$ cat config.mk
export PLATFORM = sky130hd
export DESIGN_NAME = adder_seq_core
export DESIGN_NICKNAME = d
export VERILOG_FILES = /design/src/rtl/adder_dut_pkg.sv /design/src/rtl/adder_slice.sv /design/src/rtl/adder_seq_core.sv
export SDC_FILE = /design/constraint.sdc
export NUM_CORES = 1
export LEC_CHECK = 0
export CORE_AREA = 4 4 99 101
export DETAILED_ROUTE_END_ITERATION = 8
export DIE_AREA = 0 0 103 105
export PLACE_DENSITY = 0.83
export SLEW_MARGIN = 5
export SYNTH_ARGS = -nofsm -noshare
export SYNTH_HDL_FRONTEND = slang
export SYNTH_SLANG_ARGS = --single-unit
export TNS_END_PERCENT = 30
$ cat constraint.sdc
create_clock -name clk -period 6 [get_ports clk]
set_clock_uncertainty 0.05 [all_clocks]
set_input_delay 1.2 -clock clk [delete_from_list [all_inputs] [get_ports clk]]
set_output_delay 1.2 -clock clk [all_outputs]
set_load 0.05 [all_outputs]
$ cat src/rtl/adder_dut_pkg.sv
// Shared definitions for the sequential sliced adder.
//   adder_state_e : FSM encoding shared by the core and anything observing it
//   ADDER_WIDTH   : default operand / sum width
//   ADDER_SLICE   : default bits added per clock
//   ADDER_NSLICE  : slices per operation at the default sizes
//   ADDER_CNT_W   : slice counter width at the default sizes
package adder_dut_pkg;

   typedef enum logic [1:0] {
      IDLE = 2'd0,
      BUSY = 2'd1,
      DONE = 2'd2
   } adder_state_e;

   localparam int unsigned ADDER_WIDTH  = 32;
   localparam int unsigned ADDER_SLICE  = 8;
   localparam int unsigned ADDER_NSLICE = ADDER_WIDTH / ADDER_SLICE;
   localparam int unsigned ADDER_CNT_W  = $clog2(ADDER_NSLICE);

endpackage

$ cat src/rtl/adder_slice.sv
// Combinational SLICE-bit ripple adder, time-multiplexed by the core.
//   a, b : slice operands
//   cin  : carry into the slice
//   s    : slice sum
//   cout : carry out of the slice MSB
module adder_slice #(
   parameter int unsigned SLICE = 8
) (
   input  logic [SLICE-1:0] a,
   input  logic [SLICE-1:0] b,
   input  logic             cin,
   output logic [SLICE-1:0] s,
   output logic             cout
);

   always_comb begin
      {cout, s} = {1'b0, a} + {1'b0, b} + {{SLICE{1'b0}}, cin};
   end

endmodule

$ cat src/rtl/adder_seq_core.sv
// Sequential WIDTH-bit adder computing one SLICE-bit slice per clock.
//   clk, rst_n          : clock, asynchronous active-low reset
//   in_valid / in_ready : operand handshake (a, b, cin)
//   out_valid/out_ready : result handshake (sum, cout, ovf)
//   sum                 : (a + b + cin) mod 2^WIDTH
//   cout                : carry out of bit WIDTH-1
//   ovf                 : two's-complement overflow of the addition
module adder_seq_core
   import adder_dut_pkg::*;
#(
   parameter int unsigned WIDTH = ADDER_WIDTH,
   parameter int unsigned SLICE = ADDER_SLICE
) (
   input  logic             clk,
   input  logic             rst_n,
   input  logic             in_valid,
   output logic             in_ready,
   input  logic [WIDTH-1:0] a,
   input  logic [WIDTH-1:0] b,
   input  logic             cin,
   output logic             out_valid,
   input  logic             out_ready,
   output logic [WIDTH-1:0] sum,
   output logic             cout,
   output logic             ovf
);

   localparam int unsigned NSLICE = WIDTH / SLICE;
   localparam int unsigned CNT_W  = (NSLICE > 1) ? $clog2(NSLICE) : 1;
   localparam logic [CNT_W-1:0] LAST_SLICE = CNT_W'(NSLICE - 1);

   adder_state_e     state_q, state_d;
   logic [CNT_W-1:0] cnt_q, cnt_d;
   logic [WIDTH-1:0] a_q, a_d;
   logic [WIDTH-1:0] b_q, b_d;
   logic             carry_q, carry_d;
   logic [WIDTH-1:0] sum_q, sum_d;
   logic             cout_q, cout_d;
   logic             ovf_q, ovf_d;

   logic [SLICE-1:0] sl_a, sl_b, sl_s;
   logic             sl_cout;
   logic             accept;

   assign sl_a = a_q[cnt_q*SLICE +: SLICE];
   assign sl_b = b_q[cnt_q*SLICE +: SLICE];

   adder_slice #(.SLICE(SLICE)) u_slice (
      .a    (sl_a),
      .b    (sl_b),
      .cin  (carry_q),
      .s    (sl_s),
      .cout (sl_cout)
   );

   // Gated by rst_n so the core never advertises readiness while held in reset.
   assign in_ready  = rst_n &&
                      ((state_q == IDLE) || ((state_q == DONE) && out_ready));
   assign accept    = in_valid && in_ready;
   assign out_valid = (state_q == DONE);
   assign sum       = sum_q;
   assign cout      = cout_q;
   assign ovf       = ovf_q;

   always_comb begin
      state_d = state_q;
      cnt_d   = cnt_q;
      a_d     = a_q;
      b_d     = b_q;
      carry_d = carry_q;
      sum_d   = sum_q;
      cout_d  = cout_q;
      ovf_d   = ovf_q;

      unique case (state_q)
         IDLE: begin
            if (accept) begin
               a_d     = a;
               b_d     = b;
               carry_d = cin;
               cnt_d   = '0;
               state_d = BUSY;
            end
         end
         BUSY: begin
            sum_d[cnt_q*SLICE +: SLICE] = sl_s;
            carry_d = sl_cout;
            cnt_d   = cnt_q + 1'b1;
            if (cnt_q == LAST_SLICE) begin
               cnt_d   = '0;
               cout_d  = sl_cout;
               // The top slice's MSB is the final sum MSB.
               ovf_d   = (a_q[WIDTH-1] == b_q[WIDTH-1]) &&
                         (sl_s[SLICE-1] != a_q[WIDTH-1]);
               state_d = DONE;
            end
         end
         DONE: begin
            if (out_ready) begin
               if (in_valid) begin
                  a_d     = a;
                  b_d     = b;
                  carry_d = cin;
                  cnt_d   = '0;
                  state_d = BUSY;
               end else begin
                  state_d = IDLE;
               end
            end
         end
         default: state_d = IDLE;
      endcase
   end

   always_ff @(posedge clk or negedge rst_n) begin
      if (!rst_n) begin
         state_q <= IDLE;
         cnt_q   <= '0;
         a_q     <= '0;
         b_q     <= '0;
         carry_q <= 1'b0;
         sum_q   <= '0;
         cout_q  <= 1'b0;
         ovf_q   <= 1'b0;
      end else begin
         state_q <= state_d;
         cnt_q   <= cnt_d;
         a_q     <= a_d;
         b_q     <= b_d;
         carry_q <= carry_d;
         sum_q   <= sum_d;
         cout_q  <= cout_d;
         ovf_q   <= ovf_d;
      end
   end

endmodule

---- Yosys cells after proc, flatten, opt, wreduce, memory -nomap -nowiden ----
Index checks and enable logic that the tools add are counted.
word-level totals
  flip-flop bits (word level) ............. 103
  input port bits ......................... 69
  output and inout bits ................... 36
  word-level logic and storage cells ...... 60
operators by class
  $add $sub $neg .......................... 4
  equal/unequal tests ..................... 9
  shifts and indexed selects .............. 4
  multiplexer cells ....................... 23
  reduce and logical (&&, ||, !) cells .... 12
operators with widths
  cell                                                                     number
  32-bit two-way mux                                                       6
  32-bit case mux with 2 select lines                                      2
  32-bit by 6-bit indexed part select with 8-bit output                    2
  5-bit negation with 34-bit output                                        1
  8-bit by 34-bit variable shift with 32-bit output, first input constant  1
  8-bit by 34-bit indexed part select with 32-bit output                   1
  32-bit bitwise mux                                                       1
  2-bit two-way mux                                                        7
  2-bit case mux with 3 select lines                                       2
  8-bit by 8-bit adder with 9-bit output                                   1
  9-bit by 1-bit adder with 9-bit output                                   1
  4-bit AND reduction                                                      2
  2-bit != test, second input constant                                     3
  2-bit == test, second input constant                                     2
  1-bit logical AND                                                        4
  1-bit two-way mux                                                        4
  1-bit case mux with 3 select lines                                       1
  3-bit AND reduction                                                      1
  3-bit nonzero test                                                       1
  2-bit by 1-bit adder with 2-bit output, second input constant            1
  2-bit by 1-bit == test with 1-bit output, second input constant          1
  2-bit zero test                                                          1
  2-bit by 1-bit != test with 1-bit output, second input constant          1
  2-bit AND reduction                                                      1
  other kinds (4)                                                          4

---- Longest topological paths before layout ----
  depth in word-level cells ............... 7
  mapped depth ............................ 9

---- By module ----
From an unflattened synthesis, not the netlist that was laid out.
unflattened totals
  cells, all modules ...................... 327
  area, all modules ....................... 4,782.1 µm²
by module, submodules not included
  module          instances  cells an instance  area an instance (µm²)  seq. area each (µm²)
  adder_seq_core  1          287                4,450.5                 2,577.5
  adder_slice     1          40                 331.6                   0.0

---- Worst setup path before layout ----
No wires, ideal clock.
  kind .................................... register to register
  start point ............................. reg cnt_q[0]
  end point ............................... reg sum_q[14], in the netlist sum[14]
  arrival time ............................ 3.082 ns
  slack ................................... 2.801 ns
  stages on the path, launching flop included .. 10
  path buffers ............................ 1
  period minus slack after synthesis ...... 3.199 ns
  path through ............................ dfrtp_1 buf_2 mux4_2 fa_1 fa_1 a21oi_1 a2bb2oi_1 a21oi_1 a211oi_1 a22o_1
on the way
  longest elaborated chain between the ends .. 5
  elaborated cells on any way between the ends .. 8
ends and longest elaborated chain
  element                                                                          RTL line                                    RTL
  from (decl)                                                                      adder_seq_core.sv:33                        logic [CNT_W-1:0] cnt_q, cnt_d;
  from (signal assigned)                                                           adder_seq_core.sv:127                       cnt_q <= cnt_d;
  32-bit by 6-bit indexed part select with 8-bit output, on equally long branches  adder_seq_core.sv:45, adder_seq_core.sv:46
  8-bit by 8-bit adder with 9-bit output                                           adder_slice.sv:17                           {cout, s} = {1'b0, a} + {1'b0, b} + {{SLICE{1'b0}}, cin};
  9-bit by 1-bit adder with 9-bit output                                           adder_slice.sv:17
  8-bit by 34-bit indexed part select with 32-bit output                           adder_seq_core.sv:86                        sum_d[cnt_q*SLICE +: SLICE] = sl_s;
  32-bit bitwise mux (*)                                                           adder_seq_core.sv:86
  to (signal assigned)                                                             adder_seq_core.sv:131                       sum_q <= sum_d;
  to (decl)                                                                        adder_seq_core.sv:37                        logic [WIDTH-1:0] sum_q, sum_d;
Mark *: on every way between the ends. The rest lies on a longest branch, timed or not.
A chain may end at the register's enable or synchronous reset.

---- Final worst setup path ----
  start point ............................. in out_ready
  end point ............................... out in_ready
on the way
  longest elaborated chain between the ends .. 3
ends and longest elaborated chain
  element            RTL line              RTL
  from (decl)        adder_seq_core.sv:22  input logic out_ready,
  1-bit logical AND  adder_seq_core.sv:58  ((state_q == IDLE) || ((state_q == DONE) && out_ready));
  1-bit logical OR   adder_seq_core.sv:58
  1-bit logical AND  adder_seq_core.sv:57  assign in_ready = rst_n &&
  to (decl)          adder_seq_core.sv:17  output logic in_ready,
Every way passes these cells.

==> results.ini <==
[drt]
ant_nets = 0
vias_per_cell = 5.71
wire_per_inst_um = 18.3
wirelength_mm = 9.93
vias = 3099
dr.pass1.iters = 4
drc_errors = 0
drtIter0Drc = 89

[grt]
grt_use_total_pct = 19.3
grt_use_met2_pct = 30.3
grt_pass1_wl_mm = 16.3
grtUsageMet1_pct = 27.2
grt_pass1_vias = 3283
busiest_layer = met2
grt_remaining_overflow = 0
grt_use_met3_pct = 4.47
grt_max_degree = 69
antenna_found_initial = 0

[setup_path]
critPathCaptureType = output pin
crit_family = buffers and inverters
critPathArrivalTime_ps = 2750
path_common_cell = clkdlybuf4s50_1
ff2ff_path_depth = 8
cp_max_fo = 2
r2r_setup_slack_ps = 2340
rr_startpoint = cnt_q[1]$_DFFE_PN0P_
slowest_stage = clkdlybuf4s50_1
cp_num_buf_inv = 2
cp-start-kind = primary input
path_cells = clkdlybuf4s50_1 > nand2b_1 > and3b_1 > clkdlybuf4s50_1
cp.required_ps = 4750
critPathMaxStageDelay_ps = 800
rr_endpoint = sum[6]$_DFFE_PN0P_
path_class = in2out

[floorplan]
num_rows = 35
ios = 105
die_h_um = 105
die-area_mm2 = 0.0108
initial_core_util_pct = 52.1
die_x_um = 103
core_mm2 = 0.00902

[cts]
numCtsBuffers = 9
cts_sinks = 103
cts_hold_buf = 0
root_buffer = clkbuf_8
cts_max_path_buffers = 2
clk_latency_ps = 350
cts_setup_buffers = 0
clk_pin_slew_ps = 90
cts_max_level = 3
cts-resized-gates = 0
cts_tree = done

[hold_path]
min_path_type = reg2reg
hold_start = a_q[30]$_DFFE_PN0P_
hold_depth = 1
hold_end = a_q[30]$_DFFE_PN0P_

[power]
ir_drop_mv = 0.276
p_leak_nw = 2.55
p_per_area_mw_per_mm2 = 628

[layout]
fin_nets = 511
design_area_mm2 = 0.00602
area_growth_pct = 28.0
drive_gt1_share_pct = 20.8
finish.utilization_pct = 66.7
diodes = 0

[job]
cap_violations = 0

[placement]
placed_cell_area_mm2 = 0.00583
gp_congestion = 0.768
dp_hpwl_mm = 7.48
io_buffers = 104
pre_cts_slack_ps = 1990

[sta]
period_share_pct = 66.6
grt_setup_unrepaired = no
finalSetupViolCount = 0
setup_slack_ps = 2000
period_minus_slack_ps = 4000
fmax_mhz = 250
drv_slew = 0
worst_slew_margin_rel_pct = 38.2
tns_ps = 0
worst_pin_slew_ps = 927
final_hold_viol_count = 0

[synth]
synthesis.nets = 405
ys_seq_elements = 103
syn-cell-area_mm2 = 0.00470
yosysWarningCount = 0
ys_async_sr_fraction_pct = 100
ys_types = 47
avgSynthCellArea_um2 = 14.6
synthCells = 321
synth_edf_count = 0
synthFlopType = dfrtp_1
ys_seq_area_share_pct = 54.8

[outcome]
status = finished clean

==> cells by family (layout without fill, tap and decap cells) <==
family	Yosys count	in the layout	synth area share [%]
flip-flops	103	103	54.8
multiplexers	82	82	23.4
AO/OA/AOI/OAI	58	58	9.29
AND/OR/NAND/NOR	42	42	5.40
buffers and inverters	17	128	2.00
adder cells (fa/ha/maj)	15	15	4.31
XOR/XNOR	4	4	0.745
==> worst reg2reg max path, stage by stage, from the launching register on <==
cell and delay [ps]:
dfrtp_1 960, mux4_2 470, fa_1 470, fa_1 440, a21oi_1 190, a2bb2oi_1 240, a21oi_1 120, a211oi_1 440
a22o_1 220
==> synth_stat cells (2+ instances only) <==
cell type | n | area (µm²)
a21o_1 | 3 | 22.5
nor2_1 | 6 | 22.5
buf_4 | 2 | 15.0
xnor2_1 | 4 | 35.0
a211o_1 | 4 | 35.0
mux2_1 | 17 | 191
or3_1 | 2 | 12.5
nor2b_1 | 2 | 12.5
mux4_2 | 16 | 360
nand2_2 | 2 | 12.5
ha_1 | 13 | 163
a22oi_1 | 2 | 15.0
a21oi_1 | 6 | 30.0
dfrtp_1 | 103 | 2580
mux2i_1 | 2 | 20.0
buf_2 | 6 | 30.0
a22o_1 | 24 | 210
nand2b_1 | 3 | 18.8
o21ai_0 | 7 | 35.0
fa_1 | 2 | 40.0
inv_1 | 5 | 18.8
mux2_2 | 47 | 529
buf_6 | 2 | 22.5
nand2_1 | 14 | 52.6
o21ai_1 | 4 | 20.0
nor3_1 | 2 | 10.0
==> per-layer routing <==
layer,up-vias,routed length [µm]
met3,10,648
met5,-,0
met1,1579,4320
met4,0,92
met2,98,4870
li1,1412,-
==> layout by cell type, fill, tap and decap left out, drive strengths merged, types with 2 or more instances in the layout <==
cell	n
a211o	4
a21o	3
a21oi	7
a22o	24
a22oi	2
buf	4
clkbuf	14
clkdlybuf4s50	103
clkinv	2
dfrtp	103
fa	2
ha	13
inv	5
mux2	64
mux2i	2
mux4	16
nand2	17
nand2b	3
nor2	6
nor2b	2
nor3	4
nor3b	2
nor4	2
o21ai	11
or3	2
xnor2	4
==> area by class of cell <==
| type | instances | area [µm²] |
|---|---|---|
| Clock inverter | 2 | 13.8 |
| Sequential cell | 103 | 2580 |
| Clock buffer | 14 | 173 |
| Timing Repair Buffer | 107 | 1060 |
| Tap cell | 111 | 139 |
| Multi-Input combinational cell | 201 | 2040 |
| Inverter | 5 | 18.8 |
| Fill cell | 656 | 3000 |
==> power by group <==
part / leakage (nW) / internal (mW) / switching (mW) / total, mW
combinational: 1.17 / 0.953 / 1.23 / 2.18
sequential: 1.28 / 0.999 / 0.193 / 1.19
clock: 0.0967 / 0.186 / 0.225 / 0.411
==> worst max path at each step <==
stage | start | endpoint | slack [ps] | cells after the start
global route | rst_n | in_ready | 1930 | 3
global placement | out_ready | in_ready | 2020 | 4
CTS | out_ready | in_ready | 1990 | 4
finish | out_ready | in_ready | 2000 | 4
detailed placement | out_ready | in_ready | 1990 | 4
floorplan | cnt_q[0]$_DFFE_PN0P_ | sum[14]$_DFFE_PN0P_ | 2800 | 9
==> through the flow <==
| step | std cells | power (mW) | hold slack, ps |
|---|---|---|---|
| floorplan | 321 | 2.79 | 402 |
| global placement | 527 | 3.30 | 412 |
| detailed placement | 527 | 3.40 | 421 |
| CTS | 543 | 3.81 | 442 |
| global route | 543 | 4.05 | 455 |
| finish | 543 | 3.78 | 438 |
==> registers in the layout, summed over array words and instances (netlist names) <==
signal   count
cnt_q        2
b_q         32
carry_q      1
ovf          1
state_q      2
cout         1
a_q         32
sum         32
Note: power is estimated with default switching activity, not from simulation.
==> RTL change, RTL diff (same settings) <==
Set the package constant `ADDER_SLICE` to 4 (it was 8).
--- a/src/rtl/adder_dut_pkg.sv
+++ b/src/rtl/adder_dut_pkg.sv
@@ -13,7 +13,7 @@
    } adder_state_e;
 
    localparam int unsigned ADDER_WIDTH  = 32;
-   localparam int unsigned ADDER_SLICE  = 8;
+   localparam int unsigned ADDER_SLICE  = 4;
    localparam int unsigned ADDER_NSLICE = ADDER_WIDTH / ADDER_SLICE;
    localparam int unsigned ADDER_CNT_W  = $clog2(ADDER_NSLICE);
 
Formal check against the unedited RTL: not equivalent (Yosys sat finds a counterexample within 4 cycles, from zero or initial values and one cycle with rst_n low).
==> RTL change against the unedited design <==
Global-route usage up 1.0 points. Routed wire length up 3.6%. Sequential cell count up 1. Setup slack worse by 0.034 ns. Worst hold slack worse by 0.0061 ns. Clock power up 14%. Synthesized cell count up 7.5%. Sequential share of layout area down 0.85 points. Total power down 0.78%. Final cell count up 4.1%. Synthesized area up 3.3%. Cell area up 3.0%. Critical path type unchanged.
==> RTL change: results <==
{
  "synthesis.nets": 426,
  "yosysSeqAreaShare_pct": 53.58,
  "slowest_stage": "clkdlybuf4s50_1",
  "worst_slew_pin_slew_ns": 0.9269,
  "hold_end": "sum[11]",
  "numPortBuffers": 104,
  "worstPathArrival_ns": 2.78,
  "fin_nets": 530,
  "min_path_cells": 2,
  "track_usage_pct": 20.34,
  "place_congestion": 0.7665,
  "leakagePower_nw": 2.652,
  "antenna_found_initial": 0,
  "routed_via_density": 5.554,
  "startpoint": "out_ready",
  "clkTransAtPathRegs_ns": 0.09,
  "synthCells": 345,
  "path_delay_family": "buffers and inverters",
  "n_fill_cell": 670,
  "diodes": 0,
  "cpPeakStageDelay_ns": 0.83,
  "reg2reg_depth": 9,
  "first_iter_violations": 143,
  "yosys-top-cells-area": "dfrtp_1 54%, mux2_2 20%, mux4_2 7.4%",
  "grt_first_pass_wirelength_mm": 17.06,
  "synth.distinct_cells": 41,
  "min_path_type": "flop to flop",
  "path_max_fanout": 3,
  "grt_pass1_vias": 3378,
  "reg2reg_slack_ns": 2.32,
  "min_from": "sum[11]",
  "ys_top_cells_by_count": "104 x dfrtp_1, 86 x mux2_2, 38 x nand2_1, 16 x mux4_2, 10 x ha_1",
  "htreeDepth": 3,
  "outcome": "completed",
  "r2r_end": "sum[27]",
  "ir_worst_vdd_v": 0.0003168,
  "drt_wl_total_mm": 10.29,
  "dr_total_vias": 3138,
  "postPlaceCellArea_sq_mm": 0.005987,
  "dp_cells": 549,
  "drive_gt1_share_pct": 27.75,
  "grt_max_degree": 74,
  "cts_buffers": 9,
  "hpwl_mm": 7.492,
  "timing.hold.ws_ns": 0.4317,
  "postLayoutSetupSlackWorst_ns": 1.969,
  "r2r-start": "cnt_q[0]",
  "insertion_delay_ns": 0.36
}
-- RTL change: cell types whose count changed in the layout (fill, tap and decap cells not counted), sizes merged, moves of 4 or more --
| cell | change |
|---|---|
| o21ai | -7 |
| a22o | -24 |
| nand3 | +5 |
| and2 | +4 |
| o31ai | +5 |
| mux2 | +22 |
| a21oi | -5 |
| nand2 | +21 |
| nor4b | +4 |
-- RTL change: area by class of cell --
class,instances,area (sq um),area share [%]
Multi-Input combinational cell,217,2143,34.57
Tap cell,111,138.9,2.240
Clock inverter,5,81.33,1.312
Sequential cell,104,2603,41.98
Clock buffer,11,131.4,2.119
Timing Repair Buffer,108,1069,17.24
Inverter,9,33.78,0.5449
-- RTL change: cells by family (layout without fill, tap and decap cells) --
| kind of cell | Yosys count | in the layout | share of synthesized area [%] |
|---|---|---|---|
| mux | 107 | 107 | 28.39 |
| flops | 104 | 104 | 53.58 |
| simple gates | 75 | 75 | 8.913 |
| buf+inv | 24 | 133 | 2.421 |
| compound gates | 21 | 21 | 2.937 |
| fa+ha+maj | 12 | 12 | 3.400 |
| xor+xnor | 2 | 2 | 0.3607 |
-- RTL change: per-layer routing --
metal / share of wire, % / track usage [%]
met1: 43 / 27.84
met2: 50 / 32.54
met3: 5.6 / 4.406
met4: 1.4 / 6.013
met5: 0 / 0
-- RTL change: power breakdown --
| part | internal, mW | switching (mW) | total [mW] |
|---|---|---|---|
| logic | 0.906 | 1.15 | 2.05 |
| registers | 1.02 | 0.206 | 1.23 |
| clock network | 0.236 | 0.231 | 0.467 |
| total | 2.17 | 1.59 | 3.75 |
